`src/rtl/qracc_sram_arbiter.sv`:
```
// Round-robin two-requester arbiter for one QRAcc SRAM bank port: grant locking across
// back-pressure, and an in-order read-ID FIFO that routes read data back to its issuer.
module qracc_sram_arbiter #(
    parameter  int unsigned numRows        = 128,
    parameter  int unsigned numCols        = 32,
    parameter  int unsigned maxOutstanding = 4,
    localparam int unsigned AW             = $clog2(numRows)
) (
    input  logic               clk,
    input  logic               rst,

    input  logic               r0_rq_valid_i,
    input  logic               r0_rq_wr_i,
    input  logic [AW-1:0]      r0_addr_i,
    input  logic [numCols-1:0] r0_wr_data_i,
    output logic               r0_rq_ready_o,
    output logic               r0_rd_valid_o,
    output logic [numCols-1:0] r0_rd_data_o,

    input  logic               r1_rq_valid_i,
    input  logic               r1_rq_wr_i,
    input  logic [AW-1:0]      r1_addr_i,
    input  logic [numCols-1:0] r1_wr_data_i,
    output logic               r1_rq_ready_o,
    output logic               r1_rd_valid_o,
    output logic [numCols-1:0] r1_rd_data_o,

    output logic               sram_rq_valid_o,
    output logic               sram_rq_wr_o,
    output logic [AW-1:0]      sram_addr_o,
    output logic [numCols-1:0] sram_wr_data_o,
    input  logic               sram_rq_ready_i,
    input  logic               sram_rd_valid_i,
    input  logic [numCols-1:0] sram_rd_data_i,

    output logic               busy_o,
    output logic               err_o
);
    localparam int unsigned PW = (maxOutstanding > 1) ? $clog2(maxOutstanding) : 1;
    localparam int unsigned CW = $clog2(maxOutstanding + 1);

    logic                      prio_q, prio_d;
    logic                      lock_q, lock_d;
    logic                      lock_id_q, lock_id_d;
    logic                      err_q, err_d;
    logic [maxOutstanding-1:0] id_q, id_d;
    logic [PW-1:0]             wr_ptr_q, wr_ptr_d;
    logic [PW-1:0]             rd_ptr_q, rd_ptr_d;
    logic [CW-1:0]             count_q, count_d;

    logic fifo_full, fifo_empty;
    logic elig0, elig1;
    logic grant, handshake, push, pop, head;

    // Grant selection; fullness uses the registered count, so a same-cycle pop does not unblock a read.
    always_comb begin
        fifo_full  = (count_q == CW'(maxOutstanding));
        fifo_empty = (count_q == '0);
        elig0      = r0_rq_valid_i & (r0_rq_wr_i | ~fifo_full);
        elig1      = r1_rq_valid_i & (r1_rq_wr_i | ~fifo_full);
        grant      = 1'b0;
        if (lock_q) begin
            grant = lock_id_q;
        end else if (elig0 && elig1) begin
            grant = prio_q;
        end else if (elig1) begin
            grant = 1'b1;
        end
    end

    always_comb begin
        sram_rq_valid_o = grant ? elig1 : elig0;
        sram_rq_wr_o    = grant ? r1_rq_wr_i : r0_rq_wr_i;
        sram_addr_o     = grant ? r1_addr_i : r0_addr_i;
        sram_wr_data_o  = grant ? r1_wr_data_i : r0_wr_data_i;
        r0_rq_ready_o   = ~grant & elig0 & sram_rq_ready_i;
        r1_rq_ready_o   = grant & elig1 & sram_rq_ready_i;
        handshake       = sram_rq_valid_o & sram_rq_ready_i;
        push            = handshake & ~sram_rq_wr_o;
        pop             = sram_rd_valid_i & ~fifo_empty;
        head            = id_q[rd_ptr_q];
        r0_rd_valid_o   = pop & ~head;
        r1_rd_valid_o   = pop & head;
        r0_rd_data_o    = sram_rd_data_i;
        r1_rd_data_o    = sram_rd_data_i;
        busy_o          = lock_q | ~fifo_empty;
        err_o           = err_q;
    end

    always_comb begin
        prio_d    = prio_q;
        lock_d    = lock_q;
        lock_id_d = lock_id_q;
        err_d     = err_q;
        id_d      = id_q;
        wr_ptr_d  = wr_ptr_q;
        rd_ptr_d  = rd_ptr_q;
        if (handshake) begin
            prio_d = ~grant;
            lock_d = 1'b0;
        end else if (sram_rq_valid_o) begin
            lock_d    = 1'b1;
            lock_id_d = grant;
        end
        if (push) begin
            id_d[wr_ptr_q] = grant;
            wr_ptr_d       = wr_ptr_q + PW'(1);
        end
        if (pop) begin
            rd_ptr_d = rd_ptr_q + PW'(1);
        end
        count_d = count_q + CW'(push) - CW'(pop);
        if (sram_rd_valid_i && fifo_empty) begin
            err_d = 1'b1;
        end
    end

    always_ff @(posedge clk) begin
        if (rst) begin
            prio_q    <= 1'b0;
            lock_q    <= 1'b0;
            lock_id_q <= 1'b0;
            err_q     <= 1'b0;
            id_q      <= '0;
            wr_ptr_q  <= '0;
            rd_ptr_q  <= '0;
            count_q   <= '0;
        end else begin
            prio_q    <= prio_d;
            lock_q    <= lock_d;
            lock_id_q <= lock_id_d;
            err_q     <= err_d;
            id_q      <= id_d;
            wr_ptr_q  <= wr_ptr_d;
            rd_ptr_q  <= rd_ptr_d;
            count_q   <= count_d;
        end
    end
endmodule

```
`config.mk`:
```
export PLATFORM = sky130hd
export DESIGN_NAME = qracc_sram_arbiter
export DESIGN_NICKNAME = d
export VERILOG_FILES = /design/src/rtl/qracc_sram_arbiter.sv
export SDC_FILE = /design/constraint.sdc
export NUM_CORES = 1
export LEC_CHECK = 0
export ABC_AREA = 0
export CAP_MARGIN = 40
export CORE_ASPECT_RATIO = 0.6
export CORE_MARGIN = 1.5
export CORE_UTILIZATION = 30
export DETAILED_ROUTE_END_ITERATION = 6
export MAX_ROUTING_LAYER = met4
export PLACE_DENSITY = 0.87
export SLEW_MARGIN = 40
export SYNTH_ARGS = -nofsm -noshare
export SYNTH_HDL_FRONTEND = slang
export SYNTH_SLANG_ARGS = --single-unit
```
`constraint.sdc`:
```
create_clock -name clk -period 5.5 [get_ports clk]
set_input_delay 0.825 -clock clk [delete_from_list [all_inputs] [get_ports clk]]
set_output_delay 0.825 -clock clk [all_outputs]
set_load 0.02 [all_outputs]
```
==> metrics.csv <==
stage,metric,value,unit
route,initial DRC count,44,
logic_synthesis,sequential area share after synthesis,0.149,
global_route,Tot GR Track Use,0.144,
place,dpl cells,355,
die,die height,66.6,um
logic_synthesis,post-synth top area cell,mux2_4,
setup_path,CP max stage cell,clkdlybuf4s50_1,
clock_network,worst-skew pair later-pin latency,0.25,ns
worst_hold_path,hold depth,2,
clock_network,CTS Root Cell,clkbuf_8,
clock_network,postcts setup bufs,0,
setup_path,"critical path, cell by cell",clkdlybuf4s50_1 > or4b_4 > and3_1 > o31a_4 > buf_4 > mux2_4 > clkdlybuf4s50_1,
clock_network,CTS tree,yes,
clock_network,cts repair resizes,0,
logic_synthesis,synthesized instance count,209,
die,Boundary Pins,229,
timing,RSZ-0062 raised after global routing,no,
timing,Slew @ Worst Pin,0.633,ns
route,Vias/cell,4.51,
route,first-pass detailed-route iteration total,4,
global_route,initial antenna violation count,0,
timing,Worst slew margin,0.576,
setup_path,CP Launch Type,primary input,
die,Die Span X,109,um
place,port bufs,132,
job,max_cap viols,0,
setup_path,Crit path max-delay family,buffers and inverters,
clock_network,clock net sink count,15,
clock_network,# hold bufs at CTS,0,
setup_path,CP Depth,7,
global_route,grt total ovfl,0,
setup_path,critical path buffer and inverter count,3,
final_layout,P&R area growth vs syn,47.1,%
place,Final GP Congestion,0.794,
global_route,pin count of the biggest net entering global routing,30,
timing,Max Slew Vio Count,0,
clock_network,Clock Pin Slew Worst Setup and Hold Paths,0.07,ns
die,starting density of the core,0.321,
setup_path,most frequent CP cell,clkdlybuf4s50_1,
logic_synthesis,syn_area_per_cell,9.67,um2
setup_path,Crit Path Max Fanout,29,
route,Post-DRT Antenna Nets,0,
die,core region area,6300,um2
worst_hold_path,Worst Hold Class,register to register,
setup_path,Crit Path Category,primary input to output port,
outcome,outcome,finished clean,
final_layout,Ant. Diodes,0,
global_route,first-pass GRT wire length,7780,um
timing,Hold Fails Final Rpt,0,
timing,Max Fclk,0.223,GHz
setup_path,CP Data Arrival Time,3.65,ns
logic_synthesis,syn_nets,334,
final_layout,fin util,0.471,
clock_network,H-tree levels,1,
logic_synthesis,Netlist cell types,37,
setup_path,max incr delay on CP,0.55,ns
logic_synthesis,register bit total from synthesis,15,
power,Power per Cell Area,240,nW/um2
timing,"Period Utilization, post-route",0.814,
timing,clk_skew,0.00411,ns
route,vias post-DR,1619,
die,die area,7250,um2
clock_network,CTS Buf Count,3,
logic_synthesis,Synth area leaders,"mux2_4 (27%), buf_4 (24%), dfxtp_1 (15%)",
logic_synthesis,YS warnings,0,
setup_path,Worst setup EP type,output port,
timing,count of final setup violators,0,
final_layout,Total Nets Final,401,
route,DRC errors left,0,
global_route,vias in the first global route,1444,
logic_synthesis,post-synth top area share,0.267,
power,VDD IR max,83.7,uV
final_layout,layout cells sized above 1,0.189,
timing,setup TNS,0,ns
timing,min cycle time layout,4.48,ns
setup_path,Reg2Reg Depth,13,
setup_path,Critical Path RT,4.68,ns
place,DP HPWL,4720,um
route,final wirelength,5710,um
logic_synthesis,synthesized cell area,2020,um2
route,WL/cell,15.9,um
die,row cnt,22,
power,Leakage,0.00129,uW
clock_network,clk buf depth,2,
final_layout,"non-filler cells, final",359,
==> logic make-up after synthesis <==
kind of cell,count (synthesis),share of synthesized area
DFF,15,0.149
adders and majority gates,7,0.0471
buffers and inverters,80,0.286
xor gates and xnor gates,4,0.0173
AOI/OAI and AO/OA,13,0.0477
and+or+nand+nor,42,0.117
muxes,48,0.336
==> worst register-to-register path: cells and delay by family (launching register included) <==
kind	cells	cell delay [ns]
simple gates	3	0.86
fa+ha+maj	3	0.72
mux	1	0.42
flops	1	0.39
xor+xnor	2	0.30
compound gates	1	0.29
buf+inv	3	0.15
==> sequential cells by signal, indices dropped and copies added (netlist names) <==
name       flops
id_q           4
count_q        3
rd_ptr_q       2
wr_ptr_q       2
err_o          1
lock_id_q      1
lock_q         1
prio_q         1
==> cells in the mapped netlist, drive strengths merged <==
master,instances
dfxtp,15
xnor2,2
inv,8
nand4,4
and2,2
nand2,5
a21oi,4
o21ai,1
clkbuf,3
ha,6
or4b,2
nor3,1
o31a,1
a311oi,1
nor2,11
mux4,1
mux2,41
nand2b,7
a21o,1
nand3,1
buf,69
mux2i,6
fa,1
a41oi,1
nor2b,4
and3,3
or2,2
a32oi,1
o21bai,1
xor2,2
a22oi,2
==> report_power, final <==
| part | internal (uW) | switching (uW) |
|---|---|---|
| Combinational | 268 | 199 |
| Sequential | 128 | 23.6 |
| Clock | 51.0 | 43.3 |
==> layer usage <==
metal  up-vias  routed length, um  global-route usage
met4         0                 36              0.0230
met5         -                  0                   -
met1       740               2530               0.184
li1        775                  -                   -
met2        96               2520               0.205
met3         8                619              0.0734
==> path summary, 6_finish.rpt <==
path                            slack, ns  startpoint                 to
worst max-delay path                 1.02  r0_rq_wr_i  sram_wr_data_o[1]
worst min-delay path                 0.47       err_o              err_o
worst max register to register       2.24  count_q[1]         count_q[2]
worst min register to register       0.47       err_o              err_o
==> cells in the final DEF (no fill, tap or decap), types with 2 or more instances in the layout <==
cell type | synthesis | layout
a21oi_1 | 4 | 4
a22oi_1 | 2 | 2
and2_1 | 2 | 2
and3_1 | 2 | 2
buf_4 | 64 | 2
clkbuf_8 | 0 | 3
clkdlybuf4s50_1 | 0 | 132
dfxtp_1 | 15 | 15
ha_1 | 6 | 6
inv_1 | 8 | 8
mux2_2 | 4 | 4
mux2_4 | 36 | 36
mux2i_1 | 6 | 6
nand2_1 | 5 | 5
nand2b_1 | 7 | 7
nand4_1 | 4 | 4
nor2_1 | 11 | 11
nor2b_1 | 4 | 4
xnor2_1 | 2 | 2
xor2_1 | 2 | 2
==> through the flow <==
| stage | hold WS [ns] | setup slack, ns | total power [uW] | cell area (um2) |
|---|---|---|---|---|
| 4_1_cts | 0.474 | 1.01 | 720 | 2970 |
| 3_3_place_gp | 0.454 | 0.769 | 615 | 2920 |
| 6_report | 0.467 | 1.02 | 713 | 2970 |
| 3_5_place_dp | 0.456 | 1.03 | 622 | 2920 |
| 5_1_grt | 0.497 | 0.955 | 760 | 2970 |
| 2_1_floorplan | 0.449 | 2.01 | 499 | 2020 |
==> layout make-up <==
| type | count | area, um2 |
|---|---|---|
| fill | 595 | 3330 |
| timing repair buffer | 134 | 1340 |
| multi-input combinational | 114 | 1150 |
| sequential | 15 | 300 |
| tap | 84 | 105 |
| clock buffer | 3 | 41.3 |
| inverter | 8 | 30.0 |
| clock inverter | 1 | 7.51 |
Power figures use the tool's default switching activity.
